## config.mk

```make
export PLATFORM = sky130hd
export DESIGN_NAME = axi_axil_adapter_wr
export DESIGN_NICKNAME = d
export VERILOG_FILES = /design/src/rtl/axi_pkg.sv /design/src/rtl/axi_burst_addr_next.sv /design/src/rtl/axi_axil_adapter_wr.sv
export SDC_FILE = /design/constraint.sdc
export NUM_CORES = 1
export LEC_CHECK = 0
export ABC_CLOCK_PERIOD_IN_PS = 3500
export CORE_MARGIN = 2
export CORE_UTILIZATION = 35
export DETAILED_ROUTE_END_ITERATION = 6
export GPL_ROUTABILITY_DRIVEN = 0
export PLACE_DENSITY = 0.63
export SKIP_LAST_GASP = 1
export SLEW_MARGIN = 5
export SYNTH_ARGS = -nofsm -noshare
export SYNTH_HDL_FRONTEND = slang
export SYNTH_SLANG_ARGS = --single-unit
```

## constraint.sdc

```tcl
create_clock -name clk -period 3.5 [get_ports clk]
set_clock_uncertainty 0.1 [all_clocks]
set_input_delay 1.05 -clock clk [delete_from_list [all_inputs] [get_ports clk]]
set_output_delay 1.05 -clock clk [all_outputs]
set_load 0.03 [all_outputs]
```

## src/rtl/axi_pkg.sv

```systemverilog
// rtl/axi_pkg.sv - Shared AXI burst/response codes and bridge state encoding
package axi_pkg;

  localparam logic [1:0] AXI_BURST_FIXED = 2'd0;
  localparam logic [1:0] AXI_BURST_INCR  = 2'd1;
  localparam logic [1:0] AXI_BURST_WRAP  = 2'd2;

  localparam logic [1:0] AXI_RESP_OKAY   = 2'd0;
  localparam logic [1:0] AXI_RESP_EXOKAY = 2'd1;
  localparam logic [1:0] AXI_RESP_SLVERR = 2'd2;
  localparam logic [1:0] AXI_RESP_DECERR = 2'd3;

  typedef enum logic [1:0] {
    IDLE = 2'd0,
    DATA = 2'd1,
    RESP = 2'd2
  } bridge_state_e;

endpackage

```

## src/rtl/axi_burst_addr_next.sv

```systemverilog
// rtl/axi_burst_addr_next.sv - Combinational next-beat address for FIXED/INCR/WRAP bursts
module axi_burst_addr_next
  import axi_pkg::*;
#(
  parameter int ADDR_WIDTH = 32
) (
  input  logic [ADDR_WIDTH-1:0] addr_i,
  input  logic [2:0]            size_i,
  input  logic [7:0]            len_i,
  input  logic [1:0]            burst_i,
  output logic [ADDR_WIDTH-1:0] next_addr_o
);

  logic [ADDR_WIDTH-1:0] incr;
  logic [ADDR_WIDTH-1:0] wrap_mask;
  logic                  wrap_ok;

  // Beat stride, wrap window, then pick the advance rule; illegal wrap lengths and
  // the reserved burst code fall through to INCR behaviour
  always_comb begin
    incr      = ADDR_WIDTH'(1) << size_i;
    wrap_mask = ((ADDR_WIDTH'(len_i) + ADDR_WIDTH'(1)) << size_i) - ADDR_WIDTH'(1);
    wrap_ok   = (len_i == 8'd1) || (len_i == 8'd3) || (len_i == 8'd7) || (len_i == 8'd15);
    next_addr_o = (addr_i & ~(incr - ADDR_WIDTH'(1))) + incr;
    if (burst_i == AXI_BURST_FIXED) begin
      next_addr_o = addr_i;
    end else if ((burst_i == AXI_BURST_WRAP) && wrap_ok) begin
      next_addr_o = (addr_i & ~wrap_mask) | ((addr_i + incr) & wrap_mask);
    end
  end

endmodule

```

## src/rtl/axi_axil_adapter_wr.sv

```systemverilog
// rtl/axi_axil_adapter_wr.sv - Splits AXI4 write bursts into single-beat AXI-lite writes
module axi_axil_adapter_wr
  import axi_pkg::*;
#(
  parameter int ADDR_WIDTH = 32,
  parameter int DATA_WIDTH = 32,
  parameter int STRB_WIDTH = DATA_WIDTH / 8,
  parameter int ID_WIDTH   = 8
) (
  input  logic                  clk,
  input  logic                  rst_n,
  input  logic [ID_WIDTH-1:0]   s_axi_awid,
  input  logic [ADDR_WIDTH-1:0] s_axi_awaddr,
  input  logic [7:0]            s_axi_awlen,
  input  logic [2:0]            s_axi_awsize,
  input  logic [1:0]            s_axi_awburst,
  input  logic [2:0]            s_axi_awprot,
  input  logic                  s_axi_awvalid,
  output logic                  s_axi_awready,
  input  logic [DATA_WIDTH-1:0] s_axi_wdata,
  input  logic [STRB_WIDTH-1:0] s_axi_wstrb,
  input  logic                  s_axi_wlast,
  input  logic                  s_axi_wvalid,
  output logic                  s_axi_wready,
  output logic [ID_WIDTH-1:0]   s_axi_bid,
  output logic [1:0]            s_axi_bresp,
  output logic                  s_axi_bvalid,
  input  logic                  s_axi_bready,
  output logic [ADDR_WIDTH-1:0] m_axil_awaddr,
  output logic [2:0]            m_axil_awprot,
  output logic                  m_axil_awvalid,
  input  logic                  m_axil_awready,
  output logic [DATA_WIDTH-1:0] m_axil_wdata,
  output logic [STRB_WIDTH-1:0] m_axil_wstrb,
  output logic                  m_axil_wvalid,
  input  logic                  m_axil_wready,
  input  logic [1:0]            m_axil_bresp,
  input  logic                  m_axil_bvalid,
  output logic                  m_axil_bready
);

  bridge_state_e         state_q;
  logic                  awready_q;
  logic                  wready_q;
  logic                  bvalid_q;
  logic [ID_WIDTH-1:0]   bid_q;
  logic [1:0]            bresp_q;
  logic [ADDR_WIDTH-1:0] addr_q;
  logic [7:0]            len_q;
  logic [7:0]            cnt_q;
  logic [2:0]            size_q;
  logic [1:0]            burst_q;
  logic [2:0]            prot_q;
  logic [ADDR_WIDTH-1:0] m_awaddr_q;
  logic                  m_awvalid_q;
  logic [DATA_WIDTH-1:0] m_wdata_q;
  logic [STRB_WIDTH-1:0] m_wstrb_q;
  logic                  m_wvalid_q;
  logic                  m_bready_q;
  logic [ADDR_WIDTH-1:0] addr_next_d;

  // Beat count is taken from awlen alone, so wlast carries no information here
  logic unused_wlast;
  assign unused_wlast = s_axi_wlast;

  axi_burst_addr_next #(
    .ADDR_WIDTH(ADDR_WIDTH)
  ) u_addr_next (
    .addr_i     (addr_q),
    .size_i     (size_q),
    .len_i      (len_q),
    .burst_i    (burst_q),
    .next_addr_o(addr_next_d)
  );

  // Burst sequencer: accept one AW, issue one AXI-lite write per beat, merge the responses
  always_ff @(posedge clk or negedge rst_n) begin
    if (!rst_n) begin
      state_q     <= IDLE;
      awready_q   <= 1'b0;
      wready_q    <= 1'b0;
      bvalid_q    <= 1'b0;
      bid_q       <= '0;
      bresp_q     <= AXI_RESP_OKAY;
      addr_q      <= '0;
      len_q       <= '0;
      cnt_q       <= '0;
      size_q      <= '0;
      burst_q     <= '0;
      prot_q      <= '0;
      m_awaddr_q  <= '0;
      m_awvalid_q <= 1'b0;
      m_wdata_q   <= '0;
      m_wstrb_q   <= '0;
      m_wvalid_q  <= 1'b0;
      m_bready_q  <= 1'b0;
    end else begin
      if (m_awvalid_q && m_axil_awready) m_awvalid_q <= 1'b0;
      if (m_wvalid_q && m_axil_wready)   m_wvalid_q  <= 1'b0;
      if (bvalid_q && s_axi_bready)      bvalid_q    <= 1'b0;

      case (state_q)
        IDLE: begin
          if (awready_q && s_axi_awvalid) begin
            bid_q     <= s_axi_awid;
            addr_q    <= s_axi_awaddr;
            len_q     <= s_axi_awlen;
            cnt_q     <= s_axi_awlen;
            size_q    <= s_axi_awsize;
            burst_q   <= s_axi_awburst;
            prot_q    <= s_axi_awprot;
            bresp_q   <= AXI_RESP_OKAY;
            awready_q <= 1'b0;
            state_q   <= DATA;
          end else begin
            awready_q <= !bvalid_q && !m_awvalid_q;
          end
        end
        DATA: begin
          if (wready_q && s_axi_wvalid) begin
            m_awaddr_q  <= addr_q;
            m_wdata_q   <= s_axi_wdata;
            m_wstrb_q   <= s_axi_wstrb;
            m_awvalid_q <= 1'b1;
            m_wvalid_q  <= 1'b1;
            wready_q    <= 1'b0;
            m_bready_q  <= 1'b1;
            state_q     <= RESP;
          end else begin
            wready_q <= !m_wvalid_q;
          end
        end
        RESP: begin
          if (m_bready_q && m_axil_bvalid) begin
            m_bready_q <= 1'b0;
            if (m_axil_bresp > bresp_q) bresp_q <= m_axil_bresp;
            if (cnt_q == 8'd0) begin
              bvalid_q <= 1'b1;
              state_q  <= IDLE;
            end else begin
              cnt_q   <= cnt_q - 8'd1;
              addr_q  <= addr_next_d;
              state_q <= DATA;
            end
          end
        end
        default: state_q <= IDLE;
      endcase
    end
  end

  assign s_axi_awready  = awready_q;
  assign s_axi_wready   = wready_q;
  assign s_axi_bid      = bid_q;
  assign s_axi_bresp    = bresp_q;
  assign s_axi_bvalid   = bvalid_q;
  assign m_axil_awaddr  = m_awaddr_q;
  assign m_axil_awprot  = prot_q;
  assign m_axil_awvalid = m_awvalid_q;
  assign m_axil_wdata   = m_wdata_q;
  assign m_axil_wstrb   = m_wstrb_q;
  assign m_axil_wvalid  = m_wvalid_q;
  assign m_axil_bready  = m_bready_q;

endmodule
```

==> metrics, run 1 <==
post-synthesis async set-or-reset flop share=100.0%; largest net degree at the start of global routing=53; register bit total from synthesis=142; Slew Limit Fails=0; Hold EP=m_axil_awprot[2]; drt first pass iters=5; H-tree Lvls=4; Slew headroom=between 50% and 60%; # DRC=0; cells on worst reg2reg path=11; final worst setup slack=0.1954 ns; total grt overflow=0; CTS root buf=clkbuf_16; critical hold path startpoint=m_axil_awprot[2]; Pleak=5.216 nW; Int Power=roughly 6.7 mW; VDD IR-drop max=~0.00051 V; crit start category=flip-flop; Worst Hold Depth=2; Vias=~8900; Die H=between 150 and 200 microns; FP Rows=between 50 and 60; die width=around 170 microns; CP Data Required Time=3.75 ns; HP Class=flip-flop to flip-flop; CTS Hold Bufs=0; Final HPWL DP=approximately 21 mm; clock tree sinks=around 140; FMAX=approximately 300 MHz; number of flops mapped to enable cells by yosys=0; vias per inst=between 5 and 6; Most used DFF post-synth=dfrtp_1; nets@finish=approximately 1400; r2r setup slk=0.20 ns; switching part of the total power=between 40% and 50%; cts bufs inserted=17; clock tree buffer depth=2; most frequent cells in the layout=187 x clkdlybuf4s50_1, 145 x nand2_1, 139 x dfrtp_1, 79 x o21ai_0, 72 x buf_4; multi-input logic area=5321 sq um; mean routed wirelength per cell=17.39 microns; Die Footprint=~28000 sq um; Routed WL=roughly 28 mm; Detail Route Antenna Nets=0; Syn Nets=1181; P_sw=between 5 and 6 mW; Hold Fails Final Rpt=0; Port Buffers=188; I/O pins=190; mapped cell area=9274 sq um; Cell variety after synth=between 80 and 90; Setup Fix Bufs, Post-CTS=0; YS warnings=0; initial antenna violation count=0; vias in the first global route=8597; Tcrit/Tclk final=94.42%; GRT Util Overall=20.39%; Clk Latency, worst-skew pair=0.43 ns; fillers=between 2000 and 3000; synth-to-layout area growth=35.12%; Avg Cell Area, Syn=8.774 sq um; WP data arrival=about 3.6 ns; Post-Place Worst Slack=-0.005744 ns; synthesized instance count=~1100; setup tns final=0 ns; global-route wire length before repair=approximately 46 mm; Core ar.=26060 sq um; power share of the clock group=~14%; Pwr per Cell Area=1006 nW/um^2; fin util=around half; RSZ-0062 raised after global routing=no; Starting Density=a little over a third; critical path class=flip-flop to flip-flop; post_cts resized=0; Worst-path clk slew=0.07 ns; crit path time final=between 3 and 4 ns; post-synthesis sequential area ratio=a little under two fifths; Gate power share=around three fifths; final setup fails=0; antenna diode count=0; Setup crit end kind=flip-flop; commonest non-fill, non-tap cell in the layout=clkdlybuf4s50_1; Tot Pwr=roughly 13 mW; layout cells sized above 1=around 17%; worst slew pin tran=0.6617 ns; CTS tree=yes; DRT iter0 DRCs=about 590; max-cap check violation count=0; Seq pwr share=25.9%; Critical R2R Launch=size_q[0]; crit path max fanout=21; Register Area=roughly 3600 sq um; status=finished, final reports clean
## synthesized netlist by cell type (all sizes together), types with 20 or more instances
cell type	instances	area [sq um]
ha	20	250.2
inv	36	135.1
nand2	146	550.5
clkbuf	46	172.7
nor2	63	236.5
nor3	32	181.4
xnor2	25	226.5
mux2	64	720.7
buf	26	148.9
o21ai	89	456.7
nand3	44	240.2
dfrtp	142	3553
a21oi	57	289.0
## power groups by stage
stage	logic, mW	registers, mW	clock network [mW]
2_1_floorplan	4.12	3.89	0
3_3_place_gp	7.36	3.25	0
3_5_place_dp	7.46	3.29	0
4_1_cts	7.48	3.26	1.87
5_1_grt	8.17	3.42	1.94
6_report	7.51	3.27	1.83
## critical path, cell delays in order, from the launching register on
cell,delay [ns]
dfrtp_2,0.48
buf_4,0.23
nand4b_1,0.18
a211oi_1,0.36
nor3_1,0.12
a211oi_2,0.29
o22a_1,0.24
nand3_2,0.13
buf_12,0.18
or3_1,0.38
o41a_1,0.38
o22ai_1,0.15
## per-layer routing
layer	track usage, %	share of wire [%]	vias to the layer above	routed length (microns)
li1	-	-	4273	-
met1	27.98	46	4185	12840
met2	32.63	45	348	12680
met3	4.206	7.3	45	2054
met4	5.885	1.9	0	548
met5	0	0	-	0
## worst max-delay path by stage
| stage | from | endpoint | slack, ns | cells past startpoint |
|---|---|---|---|---|
| 4_1_cts | size_q[2] | flip-flop | 0.07 | 12 |
| 2_1_floorplan | size_q[1] | flip-flop | 0.005 | 17 |
| 3_5_place_dp | m_axil_bvalid | flip-flop | -0.006 | 10 |
| 3_3_place_gp | m_axil_bvalid | flip-flop | 0.01 | 10 |
| 6_report | size_q[0] | flip-flop | 0.20 | 11 |
| 5_1_grt | size_q[2] | flip-flop | 0.007 | 13 |
## cell families (layout without fill, tap and decap cells)
logic type / Yosys count / count (layout) / share of synthesized area, %
DFF: 142 / 142 / 38.32
adders and majority gates: 23 / 23 / 3.130
and+or+nand+nor: 379 / 379 / 20.16
xor gates and xnor gates: 43 / 43 / 4.142
AOI/OAI and AO/OA: 293 / 293 / 20.89
muxes: 69 / 69 / 8.446
buffers and inverters: 108 / 333 / 4.924
## metrics by stage
step / std cells / instance area (sq um) / hold WS [ns]
after global placement: 1585 / 11930 / 0.3578
after global routing: 1617 / 12530 / 0.3965
after floorplan: 1057 / 9295 / 0.3700
after detailed placement: 1585 / 11930 / 0.3616
after CTS: 1617 / 12500 / 0.3772
final: 1617 / 12530 / 0.3724
## cell type report
cell class                 count  share of cell area (%)
clock inverter                15                   1.188
tap                          335                   3.345
sequential                   142                   28.39
timing repair buffer         265                   20.14
clock buffer                  17                   3.395
inverter                      36                   1.078
multi-input combinational    807                   42.47
No activity file was read; power rests on OpenSTA's default activity.
==> inputs of run 2 (changes only) <==
--- a/config.mk
+++ b/config.mk
@@ -5,12 +5,14 @@
 export SDC_FILE = /design/constraint.sdc
 export NUM_CORES = 1
 export LEC_CHECK = 0
-export ABC_CLOCK_PERIOD_IN_PS = 3500
-export CORE_MARGIN = 2
+export ABC_CLOCK_PERIOD_IN_PS = 2830
+export CELL_PAD_IN_SITES_DETAIL_PLACEMENT = 1
+export CELL_PAD_IN_SITES_GLOBAL_PLACEMENT = 1
+export CORE_MARGIN = 1
 export CORE_UTILIZATION = 35
 export DETAILED_ROUTE_END_ITERATION = 6
 export GPL_ROUTABILITY_DRIVEN = 0
-export PLACE_DENSITY = 0.63
+export PLACE_DENSITY = 0.8
 export SKIP_LAST_GASP = 1
 export SLEW_MARGIN = 5
 export SYNTH_ARGS = -nofsm -noshare
==> constraint.sdc (replaced) <==
create_clock -name clk -period 2.83 [get_ports clk]
set_clock_uncertainty 0.1 [all_clocks]
set_input_delay 0.849 -clock clk [delete_from_list [all_inputs] [get_ports clk]]
set_output_delay 0.849 -clock clk [all_outputs]
set_load 0.03 [all_outputs]
==> metrics, run 2 (synthesized netlist as in run 1, its figures left out) <==
GRT Util Overall=between 20% and 30%; final worst setup slack=-1.074 ns; status=finished with violations; dpl cells=approximately 1700; Slowest cell on crit path=a311oi_1; Fin Hold WS=0.2192 ns; Starting Density=between 30% and 40%; CTS Hold Bufs=0; Buf/Inv on CP=8; worst slew pin tran=~1.2 ns; Slew headroom=16.91%; Core ar.=26060 sq um; global-route wire length before repair=roughly 62 mm; critical path class=flip-flop to flip-flop; crit path max fanout=7; HP Class=input pin to async pin; Detail Route Antenna Nets=0; most frequent cells in the layout=200 x buf_4, 187 x clkdlybuf4s50_1, 136 x nand2_1, 135 x dfrtp_1, 64 x mux2_2; vias per inst=6.137; RSZ-0062 raised after global routing=yes; CP Data Required Time=just over 3 ns; largest net degree at the start of global routing=66; clock tree buffer depth=2; fin util=a little under three fifths; die width=between 150 and 200 microns; Routed WL=about 46 mm; final setup fails=29; drt first pass iters=6; Critical R2R Launch=size_q[0]; mean routed wirelength per cell=26.09 microns; vias in the first global route=between 10000 and 15000; # DRC=0; H-tree Lvls=4; Vias=around 11000; most used cell, CP=buf_4; DRT iter0 DRCs=964; failing checks=negative setup slack; initial antenna violation count=0; total grt overflow=0; I/O pins=190; synth-to-layout area growth=58.84%; Post-Place Worst Slack=-0.5104 ns; Setup crit start=size_q[0]; Hold Fails Final Rpt=0; cts bufs inserted=17; layout cells sized above 1=around 34%; FP Rows=a little under 60; max incr delay on CP=roughly 0.67 ns; Port Buffers=between 150 and 200; Final HPWL DP=approximately 26 mm; Pwr per Cell Area=roughly 1400 nW/um^2; final cell count without fillers=roughly 1800; antenna diode count=0; CTS tree=yes; Pleak=around 6.3 nW; worst-path cell chain=buf_6 > buf_4 > buf_6 > buf_8 > buf_4 > nor3b_4 > buf_4 > o211a_1 > o21ai_4 > a21boi_4 > buf_12 > buf_8 > nand4_1 > xnor2_1 > a311oi_1 > nor3_1; Tot Pwr=between 20 and 25 mW; crit start category=flip-flop; VDD IR-drop max=0.0006898 V; crit path time final=roughly 3.9 ns; CTS root buf=clkbuf_16; cells on worst reg2reg path=16; CP Depth=16; max-cap check violation count=0; WP data arrival=a little over 4 ns; nets@finish=1548; commonest non-fill, non-tap cell in the layout=buf_4; FMAX=about 260 MHz; clock tree sinks=142; CP top delay family=compound AO/OA/AOI/OAI gates; fillers=~2900; Clk Latency, worst-skew pair=approximately 0.46 ns; Slew Limit Fails=0; Worst-path clk slew=roughly 0.080 ns; Setup crit end kind=flip-flop; r2r setup slk=-1.07 ns; Die Footprint=between 20000 and 30000 sq um; Tcrit/Tclk final=137.9%; Die H=approximately 160 microns
-- run 2: layout make-up --
class                           instances  area, sq um  share of cell area, %
Inverter                               36        137.6                 0.9343
Clock inverter                         15        193.9                  1.317
Sequential cell                       142         3562                  24.18
Timing Repair Buffer                  420         3830                  26.00
Multi-Input combinational cell        807         6162                  41.83
Clock buffer                           17        425.4                  2.888
Tap cell                              335        419.2                  2.845
-- run 2: worst min path at each step --
| stage | cells past startpoint | start | to | slack, ns |
|---|---|---|---|---|
| after floorplan | 2 | burst_q[0] | burst_q[0] | 0.37 |
| after global placement | 2 | s_axi_bid[5] | s_axi_bid[5] | 0.36 |
| after detailed placement | 2 | s_axi_bid[4] | s_axi_bid[4] | 0.37 |
| after CTS | 1 | rst_n | m_axil_bready | 0.25 |
| after global routing | 1 | rst_n | m_axil_bready | 0.25 |
| final | 1 | rst_n | m_axil_bready | 0.22 |
-- run 2: through the flow --
| stage | area [sq um] | TNS, ns |
|---|---|---|
| after CTS | 14140 | -7.567 |
| after global placement | 12900 | -8.518 |
| after global routing | 14730 | -17.30 |
| after floorplan | 9527 | -3.499 |
| final | 14730 | -15.04 |
| after detailed placement | 12900 | -10.42 |
-- run 2: power by group --
| group | internal (mW) | leakage, nW | switching (mW) | total, mW |
|---|---|---|---|---|
| logic | 5.97 | 4.23 | 7.68 | 13.7 |
| registers | 3.02 | 1.72 | 1.13 | 4.15 |
| clock network | 1.20 | 0.299 | 1.21 | 2.42 |
| total | 10.2 | 6.25 | 10.0 | 20.2 |
-- run 2: worst register-to-register path: cells and delay by family (launching register included) --
family	cells	cell delay [ns]
simple gates	3	0.58
buf+inv	8	1.16
compound gates	4	1.27
xor+xnor	1	0.19
flops	1	0.47
-- run 2: timing repair --
action,CTS,global route
endpoints found under the setup margin,29,29
setup buffers,25,24
gates cloned,1,0
pin swaps,41,60
resized for setup,95,86
-- run 2: layer usage --
layer / global-route usage (%) / vias to the layer above / routed length [microns]
met5: 0 / - / 0
met4: 12.55 / 0 / 2541
met3: 7.659 / 236 / 4267
met2: 50.63 / 723 / 22440
met1: 34.35 / 5351 / 16970
li1: - / 4564 / -
==> inputs of run 3 (changes only) <==
--- a/config.mk
+++ b/config.mk
@@ -8,7 +8,6 @@
 export ABC_CLOCK_PERIOD_IN_PS = 2830
 export CELL_PAD_IN_SITES_DETAIL_PLACEMENT = 1
 export CELL_PAD_IN_SITES_GLOBAL_PLACEMENT = 1
-export CORE_MARGIN = 1
 export CORE_UTILIZATION = 35
 export DETAILED_ROUTE_END_ITERATION = 6
 export GPL_ROUTABILITY_DRIVEN = 0
==> results of run 3 <==
Final layout, timing and power as in run 2 (identical DEF).
